--- src/rtl/alu_arbiter.sv ---
//------------------------------------------------------------------------------
// Module      : alu_arbiter
// Description : Round-robin arbiter sharing one combinational ALU between two
//               requesters, with a held response channel.
// Revision    : 1.0
//------------------------------------------------------------------------------
`default_nettype none

module alu_arbiter #(
    parameter int DATA_W = 32,
    parameter int OP_W   = 4
) (
    input  logic              Clk,
    input  logic              Rst,
    input  logic              Req0_Valid,
    input  logic [OP_W-1:0]   Req0_Op,
    input  logic [DATA_W-1:0] Req0_A,
    input  logic [DATA_W-1:0] Req0_B,
    output logic              Req0_Ready,
    input  logic              Req1_Valid,
    input  logic [OP_W-1:0]   Req1_Op,
    input  logic [DATA_W-1:0] Req1_A,
    input  logic [DATA_W-1:0] Req1_B,
    output logic              Req1_Ready,
    output logic [OP_W-1:0]   AluControl,
    output logic [DATA_W-1:0] AluA,
    output logic [DATA_W-1:0] AluB,
    input  logic [DATA_W-1:0] AluResult,
    input  logic              AluZero,
    output logic              Rsp_Valid,
    output logic              Rsp_Id,
    output logic [DATA_W-1:0] Rsp_Result,
    output logic              Rsp_Zero,
    output logic              Rsp_Err,
    input  logic              Rsp_Ready
);

    typedef enum logic [1:0] {
        IDLE = 2'd0,
        EXEC = 2'd1,
        RESP = 2'd2
    } state_t;

    state_t              state_q;
    logic                ptr_q;
    logic                id_q;
    logic [OP_W-1:0]     op_q;
    logic [DATA_W-1:0]   a_q;
    logic [DATA_W-1:0]   b_q;
    logic                rsp_valid_q;
    logic                rsp_id_q;
    logic [DATA_W-1:0]   rsp_result_q;
    logic                rsp_zero_q;
    logic                rsp_err_q;

    logic                grant_vld;
    logic                grant_id;
    logic                op_legal;
    logic                in_idle;
    logic                in_exec;

    // Pointer only breaks ties; a lone requester always wins.
    always_comb begin
        grant_vld = Req0_Valid | Req1_Valid;
        if (Req0_Valid && Req1_Valid) begin
            grant_id = ptr_q;
        end else begin
            grant_id = Req1_Valid;
        end
    end

    assign in_idle  = (state_q == IDLE);
    assign in_exec  = (state_q == EXEC);
    assign op_legal = (op_q <= OP_W'(8)) || (op_q == OP_W'(12));

    assign Req0_Ready = Rst && in_idle && Req0_Valid && !grant_id;
    assign Req1_Ready = Rst && in_idle && Req1_Valid && grant_id;

    assign AluControl = in_exec ? op_q : '0;
    assign AluA       = in_exec ? a_q  : '0;
    assign AluB       = in_exec ? b_q  : '0;

    assign Rsp_Valid  = rsp_valid_q;
    assign Rsp_Id     = rsp_id_q;
    assign Rsp_Result = rsp_result_q;
    assign Rsp_Zero   = rsp_zero_q;
    assign Rsp_Err    = rsp_err_q;

    always_ff @(posedge Clk or negedge Rst) begin
        if (!Rst) begin
            state_q      <= IDLE;
            ptr_q        <= 1'b0;
            id_q         <= 1'b0;
            op_q         <= '0;
            a_q          <= '0;
            b_q          <= '0;
            rsp_valid_q  <= 1'b0;
            rsp_id_q     <= 1'b0;
            rsp_result_q <= '0;
            rsp_zero_q   <= 1'b0;
            rsp_err_q    <= 1'b0;
        end else begin
            case (state_q)
                IDLE: begin
                    if (grant_vld) begin
                        id_q    <= grant_id;
                        op_q    <= grant_id ? Req1_Op : Req0_Op;
                        a_q     <= grant_id ? Req1_A  : Req0_A;
                        b_q     <= grant_id ? Req1_B  : Req0_B;
                        ptr_q   <= ~grant_id;
                        state_q <= EXEC;
                    end
                end
                EXEC: begin
                    rsp_valid_q <= 1'b1;
                    rsp_id_q    <= id_q;
                    // Illegal opcodes never look at the ALU outputs.
                    if (op_legal) begin
                        rsp_result_q <= AluResult;
                        rsp_zero_q   <= AluZero;
                        rsp_err_q    <= 1'b0;
                    end else begin
                        rsp_result_q <= '0;
                        rsp_zero_q   <= 1'b1;
                        rsp_err_q    <= 1'b1;
                    end
                    state_q <= RESP;
                end
                RESP: begin
                    if (Rsp_Ready) begin
                        rsp_valid_q <= 1'b0;
                        state_q     <= IDLE;
                    end
                end
                default: begin
                    state_q <= IDLE;
                end
            endcase
        end
    end

endmodule

`default_nettype wire

--- config.mk ---
export PLATFORM = sky130hd
export DESIGN_NAME = alu_arbiter
export DESIGN_NICKNAME = d
export VERILOG_FILES = /design/src/rtl/alu_arbiter.sv
export SDC_FILE = /design/constraint.sdc
export NUM_CORES = 1
export LEC_CHECK = 0
export BUFFER_PORTS_ARGS = -buffer_cell sky130_fd_sc_hd__buf_4
export CAP_MARGIN = 20
export CORE_ASPECT_RATIO = 1.2
export CORE_MARGIN = 2
export CORE_UTILIZATION = 40
export DETAILED_ROUTE_END_ITERATION = 12
export PLACE_DENSITY = 0.85
export SLEW_MARGIN = 20
export SYNTH_ARGS = -nofsm -noshare
export SYNTH_HDL_FRONTEND = slang
export SYNTH_SLANG_ARGS = --single-unit
--- constraint.sdc ---
create_clock -name Clk -period 1.35 [get_ports Clk]
set_input_delay 0.0675 -clock Clk [delete_from_list [all_inputs] [get_ports Clk]]
set_output_delay 0.0675 -clock Clk [all_outputs]
set_load 0.01 [all_outputs]
---- Word level (Yosys, flattened, before mapping) ----
Index checks and enable logic that the tools add are counted.
word-level totals
  flip-flop bits (word level) ............. 108
  latch bits .............................. 0
  RAM bits ................................ 0
  ROM bits ................................ 0
  bits of input ports ..................... 174
  output and inout port bits .............. 106
  logic and storage cells ................. 47
  memories ................................ 0
cells by class
  add/sub/neg operators ................... 0
  multiply operators ...................... 0
  divide/modulo/power cells ............... 0
  magnitude comparators ................... 1
  equal/unequal tests ..................... 5
  shifts and indexed selects .............. 0
  muxes and demuxes ....................... 15
  bitwise operators ....................... 2
  reduce and logical (&&, ||, !) cells .... 13
operators with widths
  cell                                                             count
  32-bit 2-to-1 mux                                                5
  4-bit 2-to-1 mux                                                 2
  1-bit logical AND                                                6
  2-bit one-hot mux with 3 select lines                            1
  2-bit AND reduction                                              3
  4-bit == test, second input constant                             1
  4-bit <= comparator, second input constant                       1
  1-bit 2-to-1 mux                                                 4
  2-bit 2-to-1 mux                                                 2
  2-bit != test, second input constant                             2
  2-bit by 1-bit == test with 1-bit output, second input constant  1
  2-bit == test, second input constant                             1
  2-bit zero test                                                  1
  1-bit one-hot mux with 2 select lines                            1
  2-bit nonzero test                                               1
  1-bit zero test                                                  1
  1-bit logical OR                                                 1
  1-bit inverter                                                   1
  1-bit OR                                                         1

---- Depth between registers and ports, before layout ----
Gate-level depths: netlist (run 1).
  depth in word-level cells ............... 4
  gate-level depth with buffers ........... 5
  depth with buffers taken out ............ 3

---- Worst setup path after synthesis (run 1) ----
OpenSTA, ideal clock, no wires.
  kind .................................... reg-to-reg
  start point ............................. reg state_q[0]
  end point ............................... reg b_q[20]
  library setup time ...................... 126 ps
  arrival time ............................ 1,306 ps
  required time ........................... 1,224 ps
  slack ................................... -82 ps
  stages on the path, launching flop included .. 6
  path buffers ............................ 2
  clock period less this slack ............ 1,432 ps
  path through ............................ dfrtp_1 > or2_1 > buf_6 > buf_6 > o21a_1 > a221o_1
between the ends
  longest elaborated chain between the ends .. 2
ends and longest elaborated chain
  element                               line  text
  start: declaration                    44    state_t state_q;
  start signal: assignment              91    state_q <= IDLE;
  start signal: assignment              111   state_q <= EXEC;
  start signal: assignment              127   state_q <= RESP;
  2-bit zero test                       103   case (state_q)
  2-bit AND reduction (no source line)  --
  end signal: assignment                109   b_q <= grant_id ? Req1_B : Req0_B;
  end: declaration                      49    logic [DATA_W-1:0] b_q;
No other way between the ends.
A chain may end at the register's enable or synchronous reset.

---- Worst setup path after layout (run 1) ----
  start point ............................. reg state_q[1]
  end point ............................... out AluA[13]
between the ends
  longest elaborated chain between the ends .. 2
ends and longest elaborated chain
  element                                   line  text
  2-bit by 1-bit == test with 1-bit output  73    assign in_exec = (state_q == EXEC);
  32-bit 2-to-1 mux                         80    assign AluA = in_exec ? a_q : '0;
  end: declaration                          26    output logic [DATA_W-1:0] AluA,
No other way between the ends.

==> reports/summary.txt, run 1 <==
Status -> finished, violations left
Failing checks -> negative setup slack
Starting DRC count in detailed routing -> 419
Worst setup path class -> register to primary output
Initial antenna violation count -> 0
Critical Path AT -> 1.65 ns
Synthesis-stage register bit count -> 108
RSZ-0062 raised after global routing -> true
Clock Latency Late Sink -> 0.35 ns
Most common cell after layout, fill and taps aside -> buf_4
# IOs -> 280
Synthesized area -> 5030 µm²
Min-delay worst type -> input port to register
Final Core Density -> 0.816
Worst Skew -> 0.0111 ns
Maximum clock rate -> 584 MHz
Pre-antenna DRT Iters -> 6
Synth cell types -> 19
Share of layout cells above drive strength 1 -> 0.426
Mapped Nets -> 596
Die ar. -> 13,500 µm²
Max_cap viols -> 0
Core area -> 12,200 µm²
Register area share after synthesis -> 0.537
Total wire length -> 23,400 µm
Synth-to-Final Area Change -> 97.4%
# DRC -> 0
Syn_area_per_cell -> 11.9 µm²
CTS Sinks -> 108
Chip width -> 106 µm
Setup_tns -> -36.30 ns
Gr usage total -> 0.313
Initial Util -> 0.414
Max Slew Vio Count -> 0
Die height -> 127 µm
Fin crit share -> 1.27
Global-route wire length before repair -> 32,700 µm
Grt met2 use -> 0.551
Total gr overflow -> 0
Number of global-route vias before repair -> 6,120
Rows -> 44
Leak pwr -> 0.00475 µW
Final ANT Viol Nets -> 0
Vias -> 5,842
Root Buffer -> clkbuf_16
Clock-pin slew of the registers on the worst-case setup and hold paths -> 0.08 ns
Layout net count -> 1,046
Largest net degree at the start of global routing -> 109
Max FO, Critical Path -> 9
R2r worst-path depth -> 4
Gpl congestion -> 0.840
Yosys warning count -> 0
Post-Syn Instances -> 422
PortBufs -> 279
Peak supply drop -> 1250 µV
Most used cells in the layout excluding fill and tap cells -> buf_4 (253), dlygate4sd3_1 (171), dfrtp_1 (108)
Worst slew pin tran -> 0.580 ns
CTS tree -> built
Crit end category -> primary output
Grt met1 use -> 0.358
Post-detail-place hpwl -> 11,500 µm
CTS H-tree lvls -> 3
Via density -> 5.63
Setup crit start kind -> register
Slew HR -> 0.613
Worst-case clock buffer depth -> 2
Inserted Clock Buffers -> 9
Power density cells -> 1960 nW/µm²
Setup ws final -> -0.363 ns
Min-Delay Path Depth -> 4
Hold Vio Cnt, Final -> 0
Met3 usage -> 0.0586
Antenna Diode Count -> 0
Routed wire per std cell -> 22.6 µm
Most Crowded Layer GR -> met2
Post-route minimum period -> 1.71 ns
Final setup vio count -> 167
Critical path required time -> 1.28 ns
-- cell usage after synthesis --
library cell / number / area [µm²]
dfrtp_1: 108 / 2700
and2_1: 70 / 438
o21a_1: 69 / 518
a221o_1: 68 / 681
a22o_1: 32 / 280
clkbuf_1: 19 / 71.3
buf_2: 17 / 85.1
buf_6: 10 / 113
nor2_1: 6 / 22.5
nand2_1: 5 / 18.8
nand2b_1: 4 / 25.0
a21oi_1: 3 / 15.0
o21ai_0: 3 / 15.0
and3_1: 2 / 12.5
inv_1: 2 / 7.51
nor2_2: 1 / 6.26
nor2b_1: 1 / 6.26
or2_1: 1 / 6.26
or2b_1: 1 / 7.51
-- power breakdown --
part | switching (µW) | internal, µW
clock | 1370 | 1520
sequential | 1000 | 4790
combinational | 4790 | 6030
total | 7160 | 12300
-- worst paths after layout --
kind	from	end	slack [ns]
max	state_q[1]$_DFFE_PN0P_	AluA[13]	-0.36
max in group asynchronous	Rst	Rsp_Result[4]$_DFFE_PN0P_	0.53
max reg2reg	state_q[0]$_DFFE_PN0P_	b_q[12]$_DFFE_PN0P_	-0.26
min in group asynchronous	Rst	state_q[0]$_DFFE_PN0P_	0.39
min reg2reg	id_q$_DFFE_PN0P_	Rsp_Id$_DFFE_PN0P_	0.48
min	Req0_Valid	state_q[0]$_DFFE_PN0P_	0.18
-- sequential cells by signal, indices dropped and copies added (netlist names) --
| name | cells |
|---|---|
| Rsp_Valid | 1 |
| ptr_q | 1 |
| Rsp_Result | 32 |
| a_q | 32 |
| Rsp_Id | 1 |
| op_q | 4 |
| Rsp_Err | 1 |
| state_q | 2 |
| b_q | 32 |
| id_q | 1 |
| Rsp_Zero | 1 |
-- per-layer routing --
layer  vias up  wire length [µm]
met5         -                 0
met3       114              1860
met4         0              1280
met2       422             12100
li1       2492                 -
met1      2814              8200
-- final cells by class --
class                      count  area [µm²]
timing repair buffer         485        4510
tap                          161         201
clock buffer                   9         225
fill                         606        2240
sequential                   108        2700
inverter                       2        7.51
clock inverter                 7         100
multi-input combinational    266        2180
-- kinds of logic after synthesis --
logic type | share of synthesized area
AOI/OAI and AO/OA | 0.300
buffers and inverters | 0.0550
DFF | 0.537
and+or+nand+nor | 0.108
-- per-stage QoR --
step	hold slack [ns]	total power (µW)	worst slack, ns	cell area, µm²	cells
after CTS	0.141	17500	-0.324	9470	1026
after global placement	0.225	13800	-0.148	7380	837
after detailed placement	0.246	14100	-0.177	7380	837
after floorplan	-0.228	10500	-0.0819	5030	422
after global routing	0.187	20300	-0.402	9930	1038
final	0.181	19500	-0.363	9930	1038
-- what timing repair did --
item,4_1_cts,5_1_grt
setup endpoints to repair,145,174
buffers inserted,2,2
hold endpoints to repair,210,0
hold buffers,171,0
gates resized for setup,9,77
cloned,0,10
pin swaps,2,10
-- critical path, cell delays in order, from the launching register on --
cell and delay [ns]:
dfrtp_1 0.41, buf_6 0.14, nor2b_4 0.12, buf_12 0.17, buf_6 0.17, and2_1 0.16, buf_4 0.13
(Power assumes the default switching activity.)
==> run 2, diff against run 1 <==
--- a/config.mk
+++ b/config.mk
@@ -11,6 +11,7 @@
 export CORE_MARGIN = 2
 export CORE_UTILIZATION = 40
 export DETAILED_ROUTE_END_ITERATION = 12
+export MAX_ROUTING_LAYER = met4
 export PLACE_DENSITY = 0.85
 export SLEW_MARGIN = 20
 export SYNTH_ARGS = -nofsm -noshare
==> reports/summary.txt, run 2 (synthesis results as in run 1) <==
CP startpoint -> state_q[0]$_DFFE_PN0P_
Chip width -> 106 µm
Leak pwr -> 0.00479 µW
CTS Sinks -> 108
CTS H-tree lvls -> 3
Critical path required time -> 1.28 ns
Most used cells in the layout excluding fill and tap cells -> buf_4 (236), dlygate4sd3_1 (171), dfrtp_1 (108)
Worst Skew -> 0.0101 ns
Total gr overflow -> 0
Final ANT Viol Nets -> 0
Gr usage total -> 0.322
Setup ws final -> -0.352 ns
Maximum clock rate -> 588 MHz
Largest net degree at the start of global routing -> 109
Slew HR -> 0.613
Global-route wire length before repair -> 32,700 µm
Status -> finished, violations left
Max FO, Critical Path -> 9
Layout net count -> 1,047
Critical Path AT -> 1.63 ns
Hold path start -> Req0_Valid
Die ar. -> 13,500 µm²
Via density -> 5.62
PortBufs -> 279
Power density cells -> 1970 nW/µm²
Inserted Clock Buffers -> 9
Initial Util -> 0.414
Clock-pin slew of the registers on the worst-case setup and hold paths -> 0.08 ns
Number of global-route vias before repair -> 6,131
# IOs -> 280
Vias -> 5,840
Rows -> 44
Top delay family on crit path -> buffers and inverters
Root Buffer -> clkbuf_16
Post-detail-place hpwl -> 11,500 µm
Synth-to-Final Area Change -> 99.7%
Initial antenna violation count -> 1
Post-route cell area -> 10,000 µm²
Max Slew Vio Count -> 0
Share of layout cells above drive strength 1 -> 0.444
Worst-case clock buffer depth -> 2
Max stage delay on crit path -> 0.41 ns
WP buf/inv -> 4
Slowest CP cell -> dfrtp_1
CP cell instances -> buf_6, nor2b_4, buf_12, clkbuf_16, and2_1, buf_4
Min-delay worst type -> input port to register
Pre-antenna DRT Iters -> 5
Setup crit start kind -> register
Most common cell after layout, fill and taps aside -> buf_4
Post-route minimum period -> 1.70 ns
Starting DRC count in detailed routing -> 371
Die height -> 127 µm
Peak supply drop -> 1240 µV
Routed wire per std cell -> 22.8 µm
Failing checks -> negative setup slack
Worst r2r src -> state_q[0]$_DFFE_PN0P_
Final setup vio count -> 167
Crit end category -> primary output
Total wire length -> 23,700 µm
Clock Latency Late Sink -> 0.35 ns
Core area -> 12,200 µm²
Gpl congestion -> 0.853
Hold Vio Cnt, Final -> 0
Worst slew pin tran -> 0.581 ns
RSZ-0062 raised after global routing -> true
Power, Total -> 19,800 µW
Max_cap viols -> 0
CTS tree -> built
Worst setup path class -> register to primary output
Fin crit share -> 1.26
# DRC -> 0
Area after DPL -> 7380 µm²
==> run 2: cell types whose count changed in the layout (fill, tap and decap cells not counted), sizes merged <==
cell   delta
buf       +1
diode     +1
==> run 2: area by class of cell <==
type	instances	area, µm²
Timing Repair Buffer	486	4590
Sequential cell	108	2700
Multi-Input combinational cell	266	2220
Fill cell	612	2120
Clock buffer	9	225
Tap cell	161	201
Clock inverter	7	100
Inverter	2	7.51
Antenna cell	1	2.50
==> run 2: final timing paths <==
check	end	slack, ns	cells after the start
max in group asynchronous	a_q[23]$_DFFE_PN0P_	0.53	3
min in group asynchronous	b_q[18]$_DFFE_PN0P_	0.40	3
hold / removal	state_q[0]$_DFFE_PN0P_	0.17	4
hold reg to reg	Rsp_Id$_DFFE_PN0P_	0.50	2
setup / recovery	AluControl[0]	-0.35	6
setup reg to reg	a_q[26]$_DFFE_PN0P_	-0.24	4
==> run 2: worst register-to-register path, stage by stage, from the launching register on <==
cell     delay (ns)
dfrtp_1        0.41
or2_2          0.36
buf_12         0.19
o21a_1         0.23
a221o_1        0.27
==> run 2: repair_timing <==
item,4_1_cts,5_1_grt
cloned,0,9
pin swaps,2,15
hold buffers,171,0
gates resized for setup,9,111
buffers inserted,2,4
endpoints found under the setup margin,145,174
hold endpoints to repair,210,0
==> run 2: metal layers <==
layer  vias to the layer above  track usage  part of all wire
li1                       2496            -                 -
met5                         -            -                 0
met1                      2843        0.360              0.34
met4                         0        0.169             0.056
met2                       396        0.551              0.53
met3                       105       0.0529             0.078
==> run 2: per-stage QoR <==
stage                     setup WS (ns)  TNS [ns]  hold WS, ns  utilization  std cells
final                            -0.352    -37.00        0.173        0.826       1040
after global routing             -0.412    -45.35        0.186        0.826       1040
after CTS                        -0.324    -30.98        0.141        0.778       1026
after detailed placement         -0.177    -10.25        0.246        0.607        837
after global placement           -0.148     -8.71        0.225        0.607        837
after floorplan                 -0.0819     -5.37       -0.228            -        422
==> run 2: where the power goes <==
group          switching (µW)  internal, µW  total, µW
clock                    1360          1520       2880
combinational            4860          6240      11100
sequential               1030          4790       5810
==> run 3, diff against run 2 <==
--- a/config.mk
+++ b/config.mk
@@ -7,7 +7,7 @@
 export LEC_CHECK = 0
 export BUFFER_PORTS_ARGS = -buffer_cell sky130_fd_sc_hd__buf_4
 export CAP_MARGIN = 20
-export CORE_ASPECT_RATIO = 1.2
+export CORE_ASPECT_RATIO = 0.6
 export CORE_MARGIN = 2
 export CORE_UTILIZATION = 40
 export DETAILED_ROUTE_END_ITERATION = 12
==> reports/summary.txt, run 3 (synthesis results as in run 1) <==
Status -> finished, violations left
Failing checks -> negative setup slack
Maximum clock rate -> 556 MHz
Inserted Clock Buffers -> 9
Gpl congestion -> 0.847
Global-route wire length before repair -> 34,500 µm
Via density -> 5.76
Clock-pin slew of the registers on the worst-case setup and hold paths -> 0.08 ns
Pre-antenna DRT Iters -> 5
Area after DPL -> 7330 µm²
RSZ-0062 raised after global routing -> true
CP cell instances -> buf_6, buf_6, nor2b_4, buf_6, clkbuf_16, and2_1, buf_4
Post-route cell area -> 10,300 µm²
R2r worst-path depth -> 7
Worst-case clock buffer depth -> 2
Max Slew Vio Count -> 0
CTS tree -> built
# DRC -> 0
Max_cap viols -> 0
Worst r2r src -> state_q[0]$_DFFE_PN0P_
Top delay family on crit path -> buffers and inverters
FF-to-FF End -> a_q[13]$_DFFE_PN0P_
Worst Skew -> 0.0103 ns
Die ar. -> 13,500 µm²
Slew HR -> 0.638
DP Worst Slack -> -0.180 ns
Most common cell after layout, fill and taps aside -> buf_4
# IOs -> 280
Min-Delay Path Depth -> 4
Slowest CP cell -> dfrtp_1
Initial antenna violation count -> 1
Root Buffer -> clkbuf_16
Vias -> 6,128
Hold Vio Cnt, Final -> 0
Setup crit start kind -> register
Total wire length -> 26,200 µm
Final setup vio count -> 146
R2R Setup Slk -> -0.35 ns
Peak supply drop -> 1060 µV
Power density cells -> 2040 nW/µm²
Critical path required time -> 1.28 ns
Fin crit share -> 1.33
Final Core Density -> 0.847
Worst setup path class -> register to primary output
Most used cells in the layout excluding fill and tap cells -> buf_4 (242), dlygate4sd3_1 (171), dfrtp_1 (108)
Largest net degree at the start of global routing -> 68
Gr usage total -> 0.340
CTS Sinks -> 108
Chip width -> 149 µm
Max stage delay on crit path -> 0.40 ns
Share of layout cells above drive strength 1 -> 0.447
Crit path top cell by count -> buf_6
Max FO, Critical Path -> 13
Critical Path AT -> 1.73 ns
Die height -> 90.9 µm
WP buf/inv -> 5
Clock Latency Late Sink -> 0.35 ns
Number of global-route vias before repair -> 6,235
Hold path start -> Req1_Valid
Final ANT Viol Nets -> 0
Hold EP -> state_q[0]$_DFFE_PN0P_
Non-Filler Instances -> 1,064
Initial Util -> 0.413
Post-detail-place hpwl -> 11,900 µm
Rows -> 31
Power, Total -> 21,100 µW
Placed insts -> 840
Starting DRC count in detailed routing -> 410
PortBufs -> 279
Total gr overflow -> 0
Setup ws final -> -0.450 ns
Post-route minimum period -> 1.80 ns
Layout net count -> 1,066
Min-delay worst type -> input port to register
Worst slew pin tran -> 0.544 ns
Crit end category -> primary output
Core area -> 12,200 µm²
CTS H-tree lvls -> 3
Synth-to-Final Area Change -> 105%
Routed wire per std cell -> 24.7 µm
Leak pwr -> 0.00491 µW
[run 3: changes by cell type in the layout (fill, tap and decap cells not counted), sizes merged, moves of 2 or more]
cell      before  now
clkinv         1    4
clkinvlp       0    2
buf          309  320
clkbuf        15   22
inv            7    3
[run 3: power breakdown]
part           switching [µW]  internal, µW
clock                    1330          1300
combinational            5510          7080
sequential               1080          4790
total                    7920         13200
[run 3: timing repair]
item                       CTS  global route
setup endpoints to repair  138           174
gates resized for setup     35            88
cloned                       4            20
pin swaps                   10            45
hold endpoints to repair   210             0
hold buffers               171             0
buffers inserted             4             7
[run 3: worst max-delay path by stage]
stage	startpoint	endpoint	cells past startpoint
global route	state_q[1]$_DFFE_PN0P_	AluA[14]	8
detailed placement	state_q[0]$_DFFE_PN0P_	a_q[22]$_DFFE_PN0P_	4
floorplan	state_q[0]$_DFFE_PN0P_	b_q[20]$_DFFE_PN0P_	5
CTS	state_q[1]$_DFFE_PN0P_	AluA[29]	6
global placement	state_q[0]$_DFFE_PN0P_	a_q[18]$_DFFE_PN0P_	4
finish	state_q[1]$_DFFE_PN0P_	AluA[21]	7
[run 3: layout make-up]
type / instances / area [µm²]
antenna: 2 / 5.00
clock buffer: 9 / 225
clock inverter: 7 / 73.8
fill: 601 / 1860
inverter: 2 / 7.51
multi-input combinational: 267 / 2210
sequential: 108 / 2700
tap: 165 / 206
timing repair buffer: 504 / 4890
[run 3: through the flow]
| step | hold slack (ns) | setup TNS (ns) |
|---|---|---|
| after floorplan | -0.228 | -5.37 |
| after global placement | 0.119 | -8.08 |
| after detailed placement | 0.125 | -10.66 |
| after CTS | 0.199 | -39.85 |
| after global routing | 0.259 | -58.16 |
| final | 0.244 | -50.45 |
[run 3: worst register-to-register path, delay by kind of cell, from the launching register on]
family          cells  cell delay [ns]
flops               1             0.41
buf+inv             4             0.56
compound gates      1             0.37
simple gates        2             0.24
[run 3: routing by layer]
metal / GRT usage / up-vias / routed length (µm)
li1: - / 2533 / -
met1: 0.386 / 3007 / 9650
met2: 0.565 / 467 / 12800
met3: 0.0869 / 121 / 2510
met4: 0.161 / 0 / 1320
met5: - / - / 0
